**src/rtl/clk_lock_mon_pkg.sv**
```systemverilog
// Shared state encoding and default parameters for the PLL lock supervisor.
// The FAIL state is only reachable when CLK_LOCK_MON_RETRY_LIMIT_EN is defined.
package clk_lock_mon_pkg;

  typedef enum logic [2:0] {
    StPllRst   = 3'b000,
    StWaitLock = 3'b001,
    StStable   = 3'b010,
    StRun      = 3'b011,
    StFail     = 3'b100
  } lock_state_e;

  localparam int unsigned DefRstPulse   = 10;
  localparam int unsigned DefLockTimeout = 50000;
  localparam int unsigned DefStableCyc  = 1000;
  localparam int unsigned DefCntW       = 8;
  localparam int unsigned DefMaxRetry   = 4;

  function automatic int unsigned max3(input int unsigned a, input int unsigned b,
                                       input int unsigned c);
    int unsigned m;
    m = (a > b) ? a : b;
    return (m > c) ? m : c;
  endfunction

endpackage

```
**src/rtl/sync_2ff.sv**
```systemverilog
// Generic two-flop synchronizer for a single-bit level crossing into i_clk.
module sync_2ff (
  input  logic i_clk,
  input  logic i_rst,
  input  logic i_d,
  output logic o_q
);

  logic r_meta;
  logic r_sync;

  always_ff @(posedge i_clk or posedge i_rst) begin
    if (i_rst) begin
      r_meta <= 1'b0;
      r_sync <= 1'b0;
    end else begin
      r_meta <= i_d;
      r_sync <= r_meta;
    end
  end

  assign o_q = r_sync;

endmodule

```
**src/rtl/clk_lock_mon.sv**
```systemverilog
// PLL lock supervisor: pulses pll_rst, waits for stable lock, then releases user_rst.
// Define CLK_LOCK_MON_RETRY_LIMIT_EN to add MAX_RETRY and a sticky FAIL state.
module clk_lock_mon
  import clk_lock_mon_pkg::*;
#(
  parameter int unsigned RST_PULSE    = DefRstPulse,
  parameter int unsigned LOCK_TIMEOUT = DefLockTimeout,
  parameter int unsigned STABLE_CYC   = DefStableCyc,
  parameter int unsigned CNT_W        = DefCntW
`ifdef CLK_LOCK_MON_RETRY_LIMIT_EN
  ,
  parameter int unsigned MAX_RETRY    = DefMaxRetry
`endif
) (
  input  logic             sys_clk,
  input  logic             sys_rst,
  input  logic             locked,
  input  logic             clr_stat,
  output logic             pll_rst,
  output logic             user_rst,
  output logic             clk_ok,
  output logic [CNT_W-1:0] lock_loss_cnt,
  output logic [CNT_W-1:0] retry_cnt,
  output logic             err_fail
);

  localparam int unsigned TmrMax = max3(RST_PULSE, LOCK_TIMEOUT, STABLE_CYC);
  localparam int unsigned TMR_W  = $clog2(TmrMax) + 1;

  localparam logic [TMR_W-1:0] TmrOne  = TMR_W'(1);
  localparam logic [TMR_W-1:0] TmrRst  = TMR_W'(RST_PULSE);
  localparam logic [TMR_W-1:0] TmrLock = TMR_W'(LOCK_TIMEOUT);
  // The WAIT_LOCK->STABLE edge already counts as the first locked cycle.
  localparam logic [TMR_W-1:0] TmrStb  = TMR_W'(STABLE_CYC - 1);
  localparam logic [CNT_W-1:0] CntMax  = {CNT_W{1'b1}};

  logic w_lock_s;

  sync_2ff u_sync (
    .i_clk (sys_clk),
    .i_rst (sys_rst),
    .i_d   (locked),
    .o_q   (w_lock_s)
  );

  lock_state_e      r_state;
  lock_state_e      w_state_d;
  logic [TMR_W-1:0] r_tmr;
  logic [TMR_W-1:0] w_tmr_d;
  logic             w_loss_inc;
  logic             w_retry_inc;
  logic             w_retry_last;

  logic [CNT_W-1:0] r_loss_cnt;
  logic [CNT_W-1:0] w_loss_cnt_d;
  logic [CNT_W-1:0] r_retry_cnt;
  logic [CNT_W-1:0] w_retry_cnt_d;

  logic r_pll_rst;
  logic r_user_rst;
  logic r_clk_ok;
  logic w_pll_rst_d;
  logic w_user_rst_d;
  logic w_clk_ok_d;

  always_comb begin
    w_state_d   = r_state;
    w_tmr_d     = r_tmr;
    w_loss_inc  = 1'b0;
    w_retry_inc = 1'b0;
    case (r_state)
      StPllRst: begin
        if (r_tmr <= TmrOne) begin
          w_state_d = StWaitLock;
          w_tmr_d   = TmrLock;
        end else begin
          w_tmr_d = r_tmr - TmrOne;
        end
      end
      StWaitLock: begin
        // Lock takes priority over a timeout expiring on the same cycle.
        if (w_lock_s) begin
          if (STABLE_CYC <= 1) begin
            w_state_d = StRun;
          end else begin
            w_state_d = StStable;
            w_tmr_d   = TmrStb;
          end
        end else if (r_tmr <= TmrOne) begin
          w_retry_inc = 1'b1;
          if (w_retry_last) begin
            w_state_d = StFail;
          end else begin
            w_state_d = StPllRst;
            w_tmr_d   = TmrRst;
          end
        end else begin
          w_tmr_d = r_tmr - TmrOne;
        end
      end
      StStable: begin
        if (!w_lock_s) begin
          w_state_d = StWaitLock;
          w_tmr_d   = TmrLock;
        end else if (r_tmr <= TmrOne) begin
          w_state_d = StRun;
        end else begin
          w_tmr_d = r_tmr - TmrOne;
        end
      end
      StRun: begin
        // The wizard relocks by itself, so a loss goes straight back to waiting.
        if (!w_lock_s) begin
          w_loss_inc = 1'b1;
          w_state_d  = StWaitLock;
          w_tmr_d    = TmrLock;
        end
      end
`ifdef CLK_LOCK_MON_RETRY_LIMIT_EN
      StFail: begin
        w_state_d = StFail;
      end
`endif
      default: begin
        w_state_d = StPllRst;
        w_tmr_d   = TmrRst;
      end
    endcase
  end

  always_comb begin
    w_pll_rst_d  = (w_state_d == StPllRst) || (w_state_d == StFail);
    w_user_rst_d = (w_state_d != StRun);
    w_clk_ok_d   = (w_state_d == StRun);

    if (clr_stat) begin
      w_loss_cnt_d  = '0;
      w_retry_cnt_d = '0;
    end else begin
      w_loss_cnt_d  = (w_loss_inc && (r_loss_cnt != CntMax)) ? r_loss_cnt + 1'b1 : r_loss_cnt;
      w_retry_cnt_d = (w_retry_inc && (r_retry_cnt != CntMax)) ? r_retry_cnt + 1'b1
                                                                : r_retry_cnt;
    end
  end

  always_ff @(posedge sys_clk or posedge sys_rst) begin
    if (sys_rst) begin
      r_state     <= StPllRst;
      r_tmr       <= TmrRst;
      r_pll_rst   <= 1'b1;
      r_user_rst  <= 1'b1;
      r_clk_ok    <= 1'b0;
      r_loss_cnt  <= '0;
      r_retry_cnt <= '0;
    end else begin
      r_state     <= w_state_d;
      r_tmr       <= w_tmr_d;
      r_pll_rst   <= w_pll_rst_d;
      r_user_rst  <= w_user_rst_d;
      r_clk_ok    <= w_clk_ok_d;
      r_loss_cnt  <= w_loss_cnt_d;
      r_retry_cnt <= w_retry_cnt_d;
    end
  end

`ifdef CLK_LOCK_MON_RETRY_LIMIT_EN
  localparam int unsigned CONS_W = $clog2(MAX_RETRY + 1);

  logic [CONS_W-1:0] r_consec;
  logic              r_err_fail;

  assign w_retry_last = ((32'(r_consec) + 32'd1) >= MAX_RETRY);

  always_ff @(posedge sys_clk or posedge sys_rst) begin
    if (sys_rst) begin
      r_consec   <= '0;
      r_err_fail <= 1'b0;
    end else begin
      if (w_state_d == StRun) begin
        r_consec <= '0;
      end else if (w_retry_inc) begin
        r_consec <= r_consec + 1'b1;
      end
      r_err_fail <= (w_state_d == StFail);
    end
  end

  assign err_fail = r_err_fail;
`else
  assign w_retry_last = 1'b0;
  assign err_fail     = 1'b0;
`endif

  assign pll_rst       = r_pll_rst;
  assign user_rst      = r_user_rst;
  assign clk_ok        = r_clk_ok;
  assign lock_loss_cnt = r_loss_cnt;
  assign retry_cnt     = r_retry_cnt;

endmodule
```
**config.mk**
```make
export PLATFORM = sky130hd
export DESIGN_NAME = clk_lock_mon
export DESIGN_NICKNAME = d
export VERILOG_FILES = /design/src/rtl/clk_lock_mon_pkg.sv /design/src/rtl/sync_2ff.sv /design/src/rtl/clk_lock_mon.sv
export SDC_FILE = /design/constraint.sdc
export NUM_CORES = 1
export LEC_CHECK = 0
export ABC_AREA = 0
export CORE_UTILIZATION = 63
export CTS_BUF_LIST = sky130_fd_sc_hd__clkbuf_2 sky130_fd_sc_hd__clkbuf_4 sky130_fd_sc_hd__clkbuf_8
export CTS_CLUSTER_SIZE = 24
export DETAILED_ROUTE_END_ITERATION = 8
export HOLD_SLACK_MARGIN = 0.15
export PLACE_DENSITY = 0.87
export SYNTH_ARGS = -nofsm -noshare
export SYNTH_HDL_FRONTEND = slang
export SYNTH_SLANG_ARGS = --single-unit
```
**constraint.sdc**
```tcl
create_clock -name sys_clk -period 5.3 [get_ports sys_clk]
set_clock_uncertainty 0.05 [all_clocks]
set_input_delay 1.06 -clock sys_clk [delete_from_list [all_inputs] [get_ports sys_clk]]
set_output_delay 1.06 -clock sys_clk [all_outputs]
set_load 0.1 [all_outputs]
```
==> results.cfg <==
[place]
portBuffers = 22
globalplace.congestion = 0.9289
dp_hpwl_microns = 3929
dpl.cell_count = 326

[finish]
fin_cells = 334
finish.net_count = 295
fill_cells = 252
drive_gt1_share_pct = 8.333
area_growth_pct = 14.91
diodes = 0

[critical_path]
startpoint = lock_loss_cnt[2]
cp_num_cells = 1
reg2reg_depth = 5
slowest_stage = clkdlybuf4s50_1
path_delay_family = buffers and inverters
cp-start-kind = flip-flop
end_kind = output port
crit_chain = clkdlybuf4s50_1
worstPathRequired_ns = 4.19
crit_type = flip-flop to output port
crit_fanout = 6
cp_slowest_stage_delay_ns = 1.19
endpoint = lock_loss_cnt[2]
rrSetupSlack_ns = 2.70
timing.critical_path.buf_inv = 1
crit_arrival_ns = 1.95
timing.rr.start = r_tmr[5]
rr_endpoint = r_tmr[8]

[routing]
vias = 2159
avgViaCountPerCell = 6.464
drt_iter0_markers = 266
drt_wl_total_microns = 5545
dr.pass1.iters = 4
route.met3.wl_microns = 408
wl_met2_microns = 2721
post-route-drc-count = 0
top_layer_used = met4
drt.antenna.violating_nets = 0
wl_per_cell_microns = 16.60
routedLengthMet1_microns = 2322

[yosys]
syn_area_per_cell_sq_um = 8.934
async_reset_ff_share_pct = 100.0
synth_area_leaders = dfrtp_1, nor2_1, dfstp_2
synth-seq-cells = 41
synth_area_sq_um = 2359
yosys_warnings = 0
yosysUniqueCellTypes = 53
synth_edf_count = 0
ys.flop_type = dfrtp_1
yosys.area.top_type_share_pct = 39.26
synth_largest_area_cell = dfrtp_1
synth_seq_area_share_pct = 43.71
synthCells = 264

[clock_network]
clock_latency_ns = 0.30
cts_root_buffer = clkbuf_8
clk_pin_slew_worst_paths_ns = 0.08
postCtsHoldBufs = 0
cts_max_path_buffers = 2
h-tree-depth = 2
cts_tree = built
numCtsBuffers = 5
ctsResizeCount = 0
cts.sinks = 41
cts_setup_buffers = 0

[grt]
grt_pass1_wl_microns = 9694
grt_util_all_layers_pct = 31.02
antenna_found_initial = 0
grt_remaining_overflow = 0
grt_max_degree = 42
grt_pass1_vias = 2103

[pwr]
internal_power_mw = 0.6124
switchingPower_mw = 0.3836
pwr-share-seq_pct = 43.3
irDropWorstVdd_uv = 259.8
power.share.clock_pct = 22.4
power_mw = 0.9959
p_leak_nw = 1.148
p_comb_share_pct = 34.4
powerDensity_nw_per_um2 = 367.5
swShare_pct = 38.51

[sta]
fin_tns_setup_ns = 0
slew_viol_final = 0
max_freq_ghz = 0.3267
rsz0062_at_grt = false
maxSlewHeadroom_pct = 31.28
tightest_slew_ns = 1.018
fin_crit_ns = 3.061
finalHoldViolations = 0
finalCritPeriodShare_pct = 57.75
setup_viol = 0

[hold_path]
min_path_type = flip-flop to flip-flop

[floorplanning]
io-pin-count = 24
dieArea_sq_um = 3992
rows = 21
core_area_sq_um = 3468
initial_core_util_pct = 68.00
die_y_microns = 63.19
die_width_microns = 63.19

[status]
status = complete, no violations

[flow_run]
maxCapViolCount = 0
-- routing by layer --
layer,track usage (%),vias to the layer above
met5,0,-
met4,15.34,0
met3,5.797,10
met2,47.58,95
met1,42.14,1039
li1,-,1015
-- sequential cells by signal, indices dropped and copies added, names as in the netlist --
register,flops
u_sync.r_meta,1
pll_rst,1
r_tmr,17
user_rst,1
u_sync.o_q,1
lock_loss_cnt,8
clk_ok,1
r_state,3
retry_cnt,8
-- cell usage in the layout, fill, tap and decap left out, types with 6 or more instances in the layout --
| cell type | n |
|---|---|
| clkbuf_8 | 6 |
| a21oi_1 | 14 |
| nor3_1 | 12 |
| nor2_1 | 36 |
| xnor2_1 | 9 |
| dfrtp_1 | 37 |
| nand2_1 | 17 |
| clkdlybuf4s50_1 | 22 |
| inv_1 | 10 |
| nand3_1 | 15 |
| o21ai_0 | 16 |
| or3_1 | 10 |
-- power by group through the flow --
stage | Clock (mW) | Combinational, mW | Sequential [mW]
6_report | 0.223 | 0.342 | 0.431
5_1_grt | 0.234 | 0.383 | 0.439
4_1_cts | 0.224 | 0.337 | 0.429
3_5_place_dp | 0 | 0.333 | 0.435
3_3_place_gp | 0 | 0.324 | 0.431
2_1_floorplan | 0 | 0.263 | 0.426
-- synth_stat cells (all sizes together), types with 4 or more instances --
cell    count
nand2      17
nor4        5
a22o        4
or4         4
ha          4
clkbuf      5
dfrtp      37
dfstp       4
or3        10
nor3       14
a21oi      14
xnor2       9
nand3      15
o31ai       6
inv        11
nor2       36
a31oi       5
o21ai      16
-- area by class of cell --
cell class	count	area, sq um	area share [%]
Clock buffer	8	97.59	3.601
Inverter	11	41.29	1.524
Multi-Input combinational cell	205	1255	46.31
Sequential cell	41	1031	38.04
Tap cell	46	57.56	2.124
Timing Repair Buffer	23	227.7	8.403
-- cells by family (layout without fill, tap and decap cells) --
| group | count (synthesis) | after routing | share of synthesized area [%] |
|---|---|---|---|
| adder cells (fa/ha/maj) | 4 | 4 | 2.122 |
| XOR/XNOR | 11 | 11 | 4.085 |
| AO/OA/AOI/OAI | 65 | 65 | 19.15 |
| flip-flops | 41 | 41 | 43.71 |
| multiplexers | 2 | 2 | 0.8488 |
| other | 1 | 2 | 0.1590 |
| buffers and inverters | 19 | 42 | 3.236 |
| AND/OR/NAND/NOR | 121 | 121 | 26.69 |
-- stage by stage --
| step | utilization (%) | cell area (sq um) | worst slack (ns) | hold slack, ns |
|---|---|---|---|---|
| 3_5_place_dp | 75.32 | 2613 | 2.575 | 0.2958 |
| 4_1_cts | 78.14 | 2710 | 2.242 | 0.3111 |
| 6_report | 78.14 | 2710 | 2.239 | 0.3110 |
| 2_1_floorplan | - | 2362 | 2.815 | 0.2812 |
| 5_1_grt | 78.14 | 2710 | 2.198 | 0.3168 |
| 3_3_place_gp | 75.32 | 2613 | 2.579 | 0.2825 |
-- worst min path at each step --
stage	slack, ns	endpoint	start	cells past startpoint
6_report	0.31	u_sync.o_q	u_sync.r_meta	0
5_1_grt	0.32	u_sync.o_q	u_sync.r_meta	0
4_1_cts	0.31	u_sync.o_q	u_sync.r_meta	0
3_5_place_dp	0.30	u_sync.o_q	u_sync.r_meta	0
3_3_place_gp	0.28	u_sync.o_q	u_sync.r_meta	0
2_1_floorplan	0.28	u_sync.o_q	u_sync.r_meta	0
(Power assumes the default switching activity.)
